$ cat config.mk
export PLATFORM = sky130hd
export DESIGN_NAME = bp_factor_node_p
export DESIGN_NICKNAME = d
export VERILOG_FILES = /design/src/rtl/bp_factor_node_p.sv
export SDC_FILE = /design/constraint.sdc
export NUM_CORES = 1
export LEC_CHECK = 0
export CORE_MARGIN = 3
export CORE_UTILIZATION = 65
export CTS_CLUSTER_SIZE = 16
export DETAILED_ROUTE_END_ITERATION = 10
export PLACE_DENSITY = 0.87
export SLEW_MARGIN = 10
export SYNTH_ARGS = -nofsm -noshare
export SYNTH_HDL_FRONTEND = slang
export SYNTH_SLANG_ARGS = --single-unit
$ cat constraint.sdc
create_clock -name Clk -period 26.2 [get_ports Clk]
set_clock_uncertainty 0.05 [all_clocks]
set_input_delay 5.24 -clock Clk [delete_from_list [all_inputs] [get_ports Clk]]
set_output_delay 5.24 -clock Clk [all_outputs]
set_load 0.005 [all_outputs]
$ cat src/rtl/bp_factor_node_p.sv
// Belief-propagation factor node: iterates NCH beliefs against a latched message set
// until the largest change is within TOL or MAXIT iterations. Define BP_DAMPING_EN for the damped update.
module bp_factor_node_p #(
    parameter int W     = 8,
    parameter int NCH   = 4,
    parameter int MAXIT = 16,
    parameter int TOL   = 0,
    localparam int LOG2NCH = $clog2(NCH),
    localparam int IW      = $clog2(MAXIT + 1),
    localparam int SW      = W + LOG2NCH
) (
    input  logic               Clk,
    input  logic               Reset,
    input  logic [NCH*W-1:0]   msg_in,
    input  logic               in_valid,
    output logic               in_ready,
    output logic [NCH*W-1:0]   belief_out,
    output logic [IW-1:0]      iter_count,
    output logic               converged,
    output logic               out_valid,
    input  logic               out_ready,
    output logic               busy
);

    typedef enum logic [1:0] {IDLE, ITER, DONE} state_t;

    state_t state, state_nxt;

    logic [W-1:0]  msg_ch  [NCH];
    logic [W-1:0]  in_reg  [NCH];
    logic [W-1:0]  b_q     [NCH];
    logic [W-1:0]  bel_q   [NCH];
    logic [W-1:0]  t_val   [NCH];
    logic [W-1:0]  n_val   [NCH];
    logic [W-1:0]  b_new   [NCH];
    logic [W-1:0]  delta   [NCH];
    logic [SW-1:0] sum_s;
    logic [SW-1:0] rest_s;
    logic [W-1:0]  max_diff;
    logic [IW-1:0] iter_q;
    logic [IW-1:0] iter_inc;
    logic          conv_q;
    logic          tol_ok;
    logic          stop;

    function automatic logic [W-1:0] sat_w(input logic [W:0] x);
        return x[W] ? {W{1'b1}} : x[W-1:0];
    endfunction

`ifdef BP_DAMPING_EN
    // Rounded midpoint; the extra bit keeps the carry of a+c+1.
    function automatic logic [W-1:0] avg_round(input logic [W-1:0] a, input logic [W-1:0] c);
        logic [W:0] s;
        s = {1'b0, a} + {1'b0, c} + (W+1)'(1);
        return W'(s >> 1);
    endfunction
`endif

    always_comb begin
        for (int i = 0; i < NCH; i++) begin
            msg_ch[i] = msg_in[i*W +: W];
        end
    end

    // Iteration datapath: full-width sum, leave-one-out share, saturating update.
    always_comb begin
        sum_s    = '0;
        rest_s   = '0;
        max_diff = '0;
        for (int i = 0; i < NCH; i++) begin
            sum_s = sum_s + SW'(b_q[i]);
        end
        for (int i = 0; i < NCH; i++) begin
            rest_s   = sum_s - SW'(b_q[i]);
            t_val[i] = W'(rest_s >> LOG2NCH);
            n_val[i] = sat_w({1'b0, in_reg[i]} + {1'b0, t_val[i]});
`ifdef BP_DAMPING_EN
            b_new[i] = avg_round(b_q[i], n_val[i]);
`else
            b_new[i] = n_val[i];
`endif
            delta[i] = (b_new[i] >= b_q[i]) ? (b_new[i] - b_q[i]) : (b_q[i] - b_new[i]);
            if (delta[i] > max_diff) begin
                max_diff = delta[i];
            end
        end
    end

    assign tol_ok   = (32'(max_diff) <= 32'(TOL));
    assign iter_inc = iter_q + IW'(1);
    assign stop     = tol_ok || (iter_inc == IW'(MAXIT));

    always_ff @(posedge Clk or negedge Reset) begin
        if (!Reset) begin
            state <= IDLE;
        end else begin
            state <= state_nxt;
        end
    end

    always_comb begin
        state_nxt = state;
        in_ready  = 1'b0;
        out_valid = 1'b0;
        busy      = 1'b0;
        case (state)
            IDLE: begin
                in_ready = 1'b1;
                if (in_valid) begin
                    state_nxt = ITER;
                end
            end
            ITER: begin
                busy = 1'b1;
                if (stop) begin
                    state_nxt = DONE;
                end
            end
            DONE: begin
                out_valid = 1'b1;
                if (out_ready) begin
                    state_nxt = IDLE;
                end
            end
            default: state_nxt = IDLE;
        endcase
    end

    always_ff @(posedge Clk or negedge Reset) begin
        if (!Reset) begin
            for (int i = 0; i < NCH; i++) begin
                in_reg[i] <= '0;
                b_q[i]    <= '0;
                bel_q[i]  <= '0;
            end
            iter_q <= '0;
            conv_q <= 1'b0;
        end else begin
            case (state)
                IDLE: begin
                    if (in_valid) begin
                        for (int i = 0; i < NCH; i++) begin
                            in_reg[i] <= msg_ch[i];
                            b_q[i]    <= msg_ch[i];
                        end
                        iter_q <= '0;
                        conv_q <= 1'b0;
                    end
                end
                ITER: begin
                    for (int i = 0; i < NCH; i++) begin
                        b_q[i] <= b_new[i];
                    end
                    iter_q <= iter_inc;
                    if (stop) begin
                        for (int i = 0; i < NCH; i++) begin
                            bel_q[i] <= b_new[i];
                        end
                        conv_q <= tol_ok;
                    end
                end
                default: ;
            endcase
        end
    end

    always_comb begin
        belief_out = '0;
        for (int i = 0; i < NCH; i++) begin
            belief_out[i*W +: W] = bel_q[i];
        end
    end

    assign iter_count = iter_q;
    assign converged  = conv_q;

endmodule

[After elaboration in Yosys (flattened, before gate mapping)]
Cells that the tools add are included.
Word-level totals
  register bits: 104
  input bits: 36
  output and inout port bits: 41
  word-level logic and storage cells: 84
Operators by class
  add/sub/neg operators: 20
  order comparisons: 9
  equal/unequal tests: 6
  muxes and demuxes: 26
  reduce and logical (&&, ||, !) cells: 8
Operators by type and width (count)
  8-bit 2-to-1 mux: 12
  32-bit case mux with 2 select lines: 1
  8-bit subtractor: 8
  8-bit by 8-bit adder with 9-bit output: 5
  10-bit by 8-bit subtractor with 10-bit output: 4
  8-bit greater-or-equal comparator: 4
  32-bit 2-to-1 mux: 1
  8-bit greater-than comparator: 3
  10-bit by 8-bit adder with 10-bit output: 1
  9-bit by 8-bit adder with 10-bit output: 1
  5-bit case mux with 2 select lines: 1
  8-bit by 1-bit greater-than comparator with 1-bit output (second input constant): 1
  8-bit by 1-bit <= comparator with 1-bit output (second input constant): 1
  2-bit 2-to-1 mux: 3
  2-bit inequality test (second input constant): 3
  2-bit case mux with 3 select lines: 1
  2-bit AND reduction: 3
  3-bit AND reduction: 2
  5-bit by 1-bit adder with 5-bit output (second input constant): 1
  5-bit equality test (second input constant): 1
  1-bit 2-to-1 mux: 5
  5-bit 2-to-1 mux: 1
  2-bit by 1-bit equality test with 1-bit output (second input constant): 1
  2-bit equality test (second input constant): 1
  4 further kinds: 4

[Logic depth before layout (Yosys ltp)]
  word-level depth: 20
  gate-level depth with buffers: 63
  gate-level depth less buffers: 60

[Least setup slack after synthesis]
OpenSTA, ideal clock, no wires.
  path kind: register to register
  from: register b_q[1] (netlist name)
  to: register bel_q (netlist bit belief_out[0])
  setup time: 0.094 ns
  arrival time: 11.793 ns
  data required time: 26.056 ns
  setup slack: 14.263 ns
  stages on the path, launching flop included: 59
  buffers on the path: 4
  period minus slack after synthesis: 11.937 ns
  path through: dfrtp_1 > inv_1 > fa_1 > fa_1 > inv_1 > ha_1 > inv_1 > fa_1 > inv_1 > ha_1 > nor2b_1 > o21a_1 > o21a_1 > o21a_1 > o21a_1 > o21a_1 > nor3_1 > xor2_1 > [... 23 more ...] > nand4_1 > o21a_1 > and2_0 > nor2_1 > a222oi_1 > inv_1 > ha_1 > nand3_1 > a21oi_1 > nor2_1 > a21o_1 > a21o_1 > or4b_1 > o22a_1 > a21oi_2 > buf_4 > nor2_1 > a211oi_1
Between the ends
  cells in the longest elaborated chain, start to end: 17
  elaborated cells between the ends (all ways): 40
  those cells by class: add/sub: 17; order compare: 9; mux: 12; reduce/logical: 2
Ends and longest elaborated chain
  from (decl): RTL line 31  | logic [W-1:0] b_q [NCH];
  from (signal, indexed assignment): RTL line 144  | b_q[i] <= msg_ch[i];
  from (signal, indexed assignment): RTL line 152  | b_q[i] <= b_new[i];
  10-bit by 8-bit adder with 10-bit output: RTL line 71  | sum_s = sum_s + SW'(b_q[i]);
  10-bit by 8-bit subtractor with 10-bit output: RTL line 74  | rest_s = sum_s - SW'(b_q[i]);
  8-bit by 8-bit adder with 9-bit output: RTL line 76  | n_val[i] = sat_w({1'b0, in_reg[i]} + {1'b0, t_val[i]});
  8-bit 2-to-1 mux: RTL line 47  | return x[W] ? {W{1'b1}} : x[W-1:0];
  8-bit subtractor / 8-bit greater-or-equal comparator (equally long branches): RTL line 82  | delta[i] = (b_new[i] >= b_q[i]) ? (b_new[i] - b_q[i]) : (b_q[i] - b_new[i]);
  8-bit 2-to-1 mux: RTL line 82
  8-bit by 1-bit greater-than comparator with 1-bit output: RTL line 83  | if (delta[i] > max_diff) begin
  8-bit 2-to-1 mux: RTL line 83
  8-bit greater-than comparator: RTL line 83
  8-bit 2-to-1 mux: RTL line 83
  8-bit greater-than comparator: RTL line 83
  8-bit 2-to-1 mux: RTL line 83
  8-bit greater-than comparator: RTL line 83
  8-bit 2-to-1 mux: RTL line 83
  8-bit by 1-bit <= comparator with 1-bit output: RTL line 89  | assign tol_ok = (32'(max_diff) <= 32'(TOL));
  1-bit logical OR: RTL line 91  | assign stop = tol_ok || (iter_inc == IW'(MAXIT));
  2-bit AND reduction (no line)
  to (signal, indexed assignment): RTL line 157  | bel_q[i] <= b_new[i];
  to (decl): RTL line 32  | logic [W-1:0] bel_q [NCH];
Parallel ways exist; a longest one is shown, timed or not.
A chain may end at the register's enable or synchronous reset.

==> run_results.csv <==
group,metric,value,unit
setup_path,cp.arrival,15.08,ns
global_routing,gr-usage-all-layers,36.7,%
setup_path,cp_max_fo,32,
logic_synthesis,ys_seq_area_share,24.0,%
logic_synthesis,syn-num-nets,1535,
drt,antenna_left,0,
sta,tightestPinTransition,1.17,ns
sta,fin_crit_sh,56.7,%
logic_synthesis,synth-edff-count,0,
drt,drt_wl_total,32.8,mm
sta,hold_viol,0,
logic_synthesis,synth_area_leaders,"dfrtp_1, ha_1, nand2_1",
run,cap_violations,0,
logic_synthesis,synth_cells,1315,
sta,setup_violations,0,
cells_and_area,final_common_cell,"ha_1",
cells_and_area,nFillCells,1219,
clock_tree,clock_latency,0.37,ns
logic_synthesis,ys_types,72,
drt,wire_per_inst,20.6,um
die,ios,77,
placement,dp_hpwl,25.1,mm
logic_synthesis,syn_area,0.0108,mm^2
clock_tree,cts_root_buf,"clkbuf_16",
logic_synthesis,synth_warnings,0,
clock_tree,clk_path_buf_depth,2,
drt,drc_errors,1,
die,die_w,135,um
logic_synthesis,synth_top_area_cell,"dfrtp_1",
die,num_rows,46,
global_routing,antenna_found_initial,0,
drt,firstDrtPassIters,10,
logic_synthesis,yosysTopAreaCellShare,24.0,%
die,core,0.0161,mm^2
clock_tree,path_clk_slew,0.09,ns
die,die_h,135,um
sta,rsz0062_at_grt,"false",
global_routing,grt_max_degree,57,
run_status,violations,"design-rule violations",
clock_tree,postCtsSetupBuffers,0,
setup_path,critPathRequiredTime,26.42,ns
cells_and_area,multiInputGateArea,0.00759,mm^2
cells_and_area,drive_gt1_share,3.20,%
setup_path,cpMostUsedCell,"inv_1",
logic_synthesis,ys_ff_latch,104,
drt,dr_total_vias,10400,
global_routing,grt.overflow.total,0,
sta,drv_slew,0,
sta,fin_crit,14.85,ns
die,start_util,67.3,%
clock_tree,cts_resized,0,
logic_synthesis,syn_avg_cell_area,8.24,um^2
sta,max_freq,67.3,MHz
logic_synthesis,synth_ff_type,"dfrtp_1",
setup_path,endpoint_kind,"register",
cells_and_area,mostFrequentLayoutCells,"ha_1, nand2_1, inv_1",
drt,drtIter0Drc,1005,
worst_hold_path,hp-class,"register to register",
clock_tree,postCtsHoldBufs,0,
clock_tree,cts_sinks,104,
clock_tree,htreeDepth,3,
setup_path,worstSetupPathType,"register to register",
global_routing,grt_pass1_wl,52.8,mm
setup_path,crit_path_top_delay_cell,"a21oi_4",
cells_and_area,nets,1590,
global_routing,grt_pass1_vias,10100,
sta,relSlewSlack,22.1,%
setup_path,start_kind,"register",
die,die-area,0.0183,mm^2
clock_tree,cts_tree,"built",
run_status,status,"complete, but fails checks",
cells_and_area,register_area,0.00260,mm^2
sta,tns,0,ns
drt,viasPerCell,6.52,
logic_synthesis,synthArstFlopShare,100,%
placement,io_buffers,76,
setup_path,cpPeakStageDelay,0.94,ns
cells_and_area,n_antenna_cell,0,
cells_and_area,area_delta_synth_final,11.3,%
clock_tree,cts-buffers-inserted,9,
placement,routabilityCongestion,0.985,
[area by class of cell]
type | count | share of cell area [%]
clock inverter | 7 | 0.601
tap | 216 | 2.24
sequential | 104 | 21.6
clock buffer | 9 | 1.87
multi-input combinational | 1043 | 62.9
inverter | 126 | 3.92
timing repair buffer | 86 | 6.90
[cells by family after synthesis]
logic type | count (synthesis) | synth area share, %
AND/OR/NAND/NOR | 393 | 16.4
AO/OA/AOI/OAI | 383 | 23.4
adder cells (fa/ha/maj) | 184 | 23.2
buffers and inverters | 168 | 6.08
flip-flops | 104 | 24.0
XOR/XNOR | 64 | 5.17
multiplexers | 19 | 1.81
[synthesized netlist by cell type, types with 11 or more instances]
cell / number
nor2b_1: 17
o22ai_1: 34
nor2_1: 112
o21bai_1: 12
xnor2_1: 37
buf_2: 11
a211oi_1: 40
o21a_1: 23
dfrtp_1: 104
fa_1: 28
xor2_1: 27
o21ai_0: 73
a21o_1: 34
ha_1: 156
a22oi_1: 27
nand3_1: 19
clkbuf_1: 25
nand2_1: 152
a21oi_1: 71
nand2b_1: 14
inv_1: 125
nor3_1: 33
o211ai_1: 14
mux2i_1: 14
[worst paths after layout]
check,cells after the start,startpoint,end,slack (ns)
setup reg to reg,56,b_q[1]$_DFFE_PN0P_,belief_out[30]$_DFFE_PN0P_,11.35
min in group asynchronous,1,Reset,belief_out[0]$_DFFE_PN0P_,4.84
setup / recovery,56,b_q[1]$_DFFE_PN0P_,belief_out[30]$_DFFE_PN0P_,11.35
hold / removal,2,in_reg[19]$_DFFE_PN0P_,in_reg[19]$_DFFE_PN0P_,0.44
hold reg to reg,2,in_reg[19]$_DFFE_PN0P_,in_reg[19]$_DFFE_PN0P_,0.44
max in group asynchronous,2,Reset,in_reg[12]$_DFFE_PN0P_,20.05
[critical path, delay by kind of cell (launching register included)]
family          cells  cell delay (ns)
flops               1             0.42
xor+xnor            3             1.16
compound gates     22             5.65
fa+ha+maj          10             3.64
mux                 1             0.31
simple gates       12             2.70
buf+inv             8             0.78
[per-stage QoR]
| step | hold slack, ns | util (%) | area, um^2 | worst slack, ns | cells |
|---|---|---|---|---|---|
| floorplan | 0.402 | - | 10800 | 14.26 | 1315 |
| global placement | 0.419 | 73.0 | 11800 | 11.79 | 1574 |
| detailed placement | 0.419 | 73.0 | 11800 | 11.50 | 1574 |
| CTS | 0.438 | 74.8 | 12100 | 11.46 | 1590 |
| global route | 0.460 | 74.9 | 12100 | 10.24 | 1591 |
| finish | 0.437 | 74.9 | 12100 | 11.35 | 1591 |
[metal layers]
layer / share of wire [%] / global-route usage, % / up-vias
li1: - / - / 4784
met1: 41 / 50.9 / 4853
met2: 45 / 56.9 / 635
met3: 11 / 6.87 / 98
met4: 3.5 / 14.7 / 0
met5: 0 / 0 / -
Power is not shown: default switching activity piles up to over one toggle a cycle in this logic, so the estimate is an artifact.
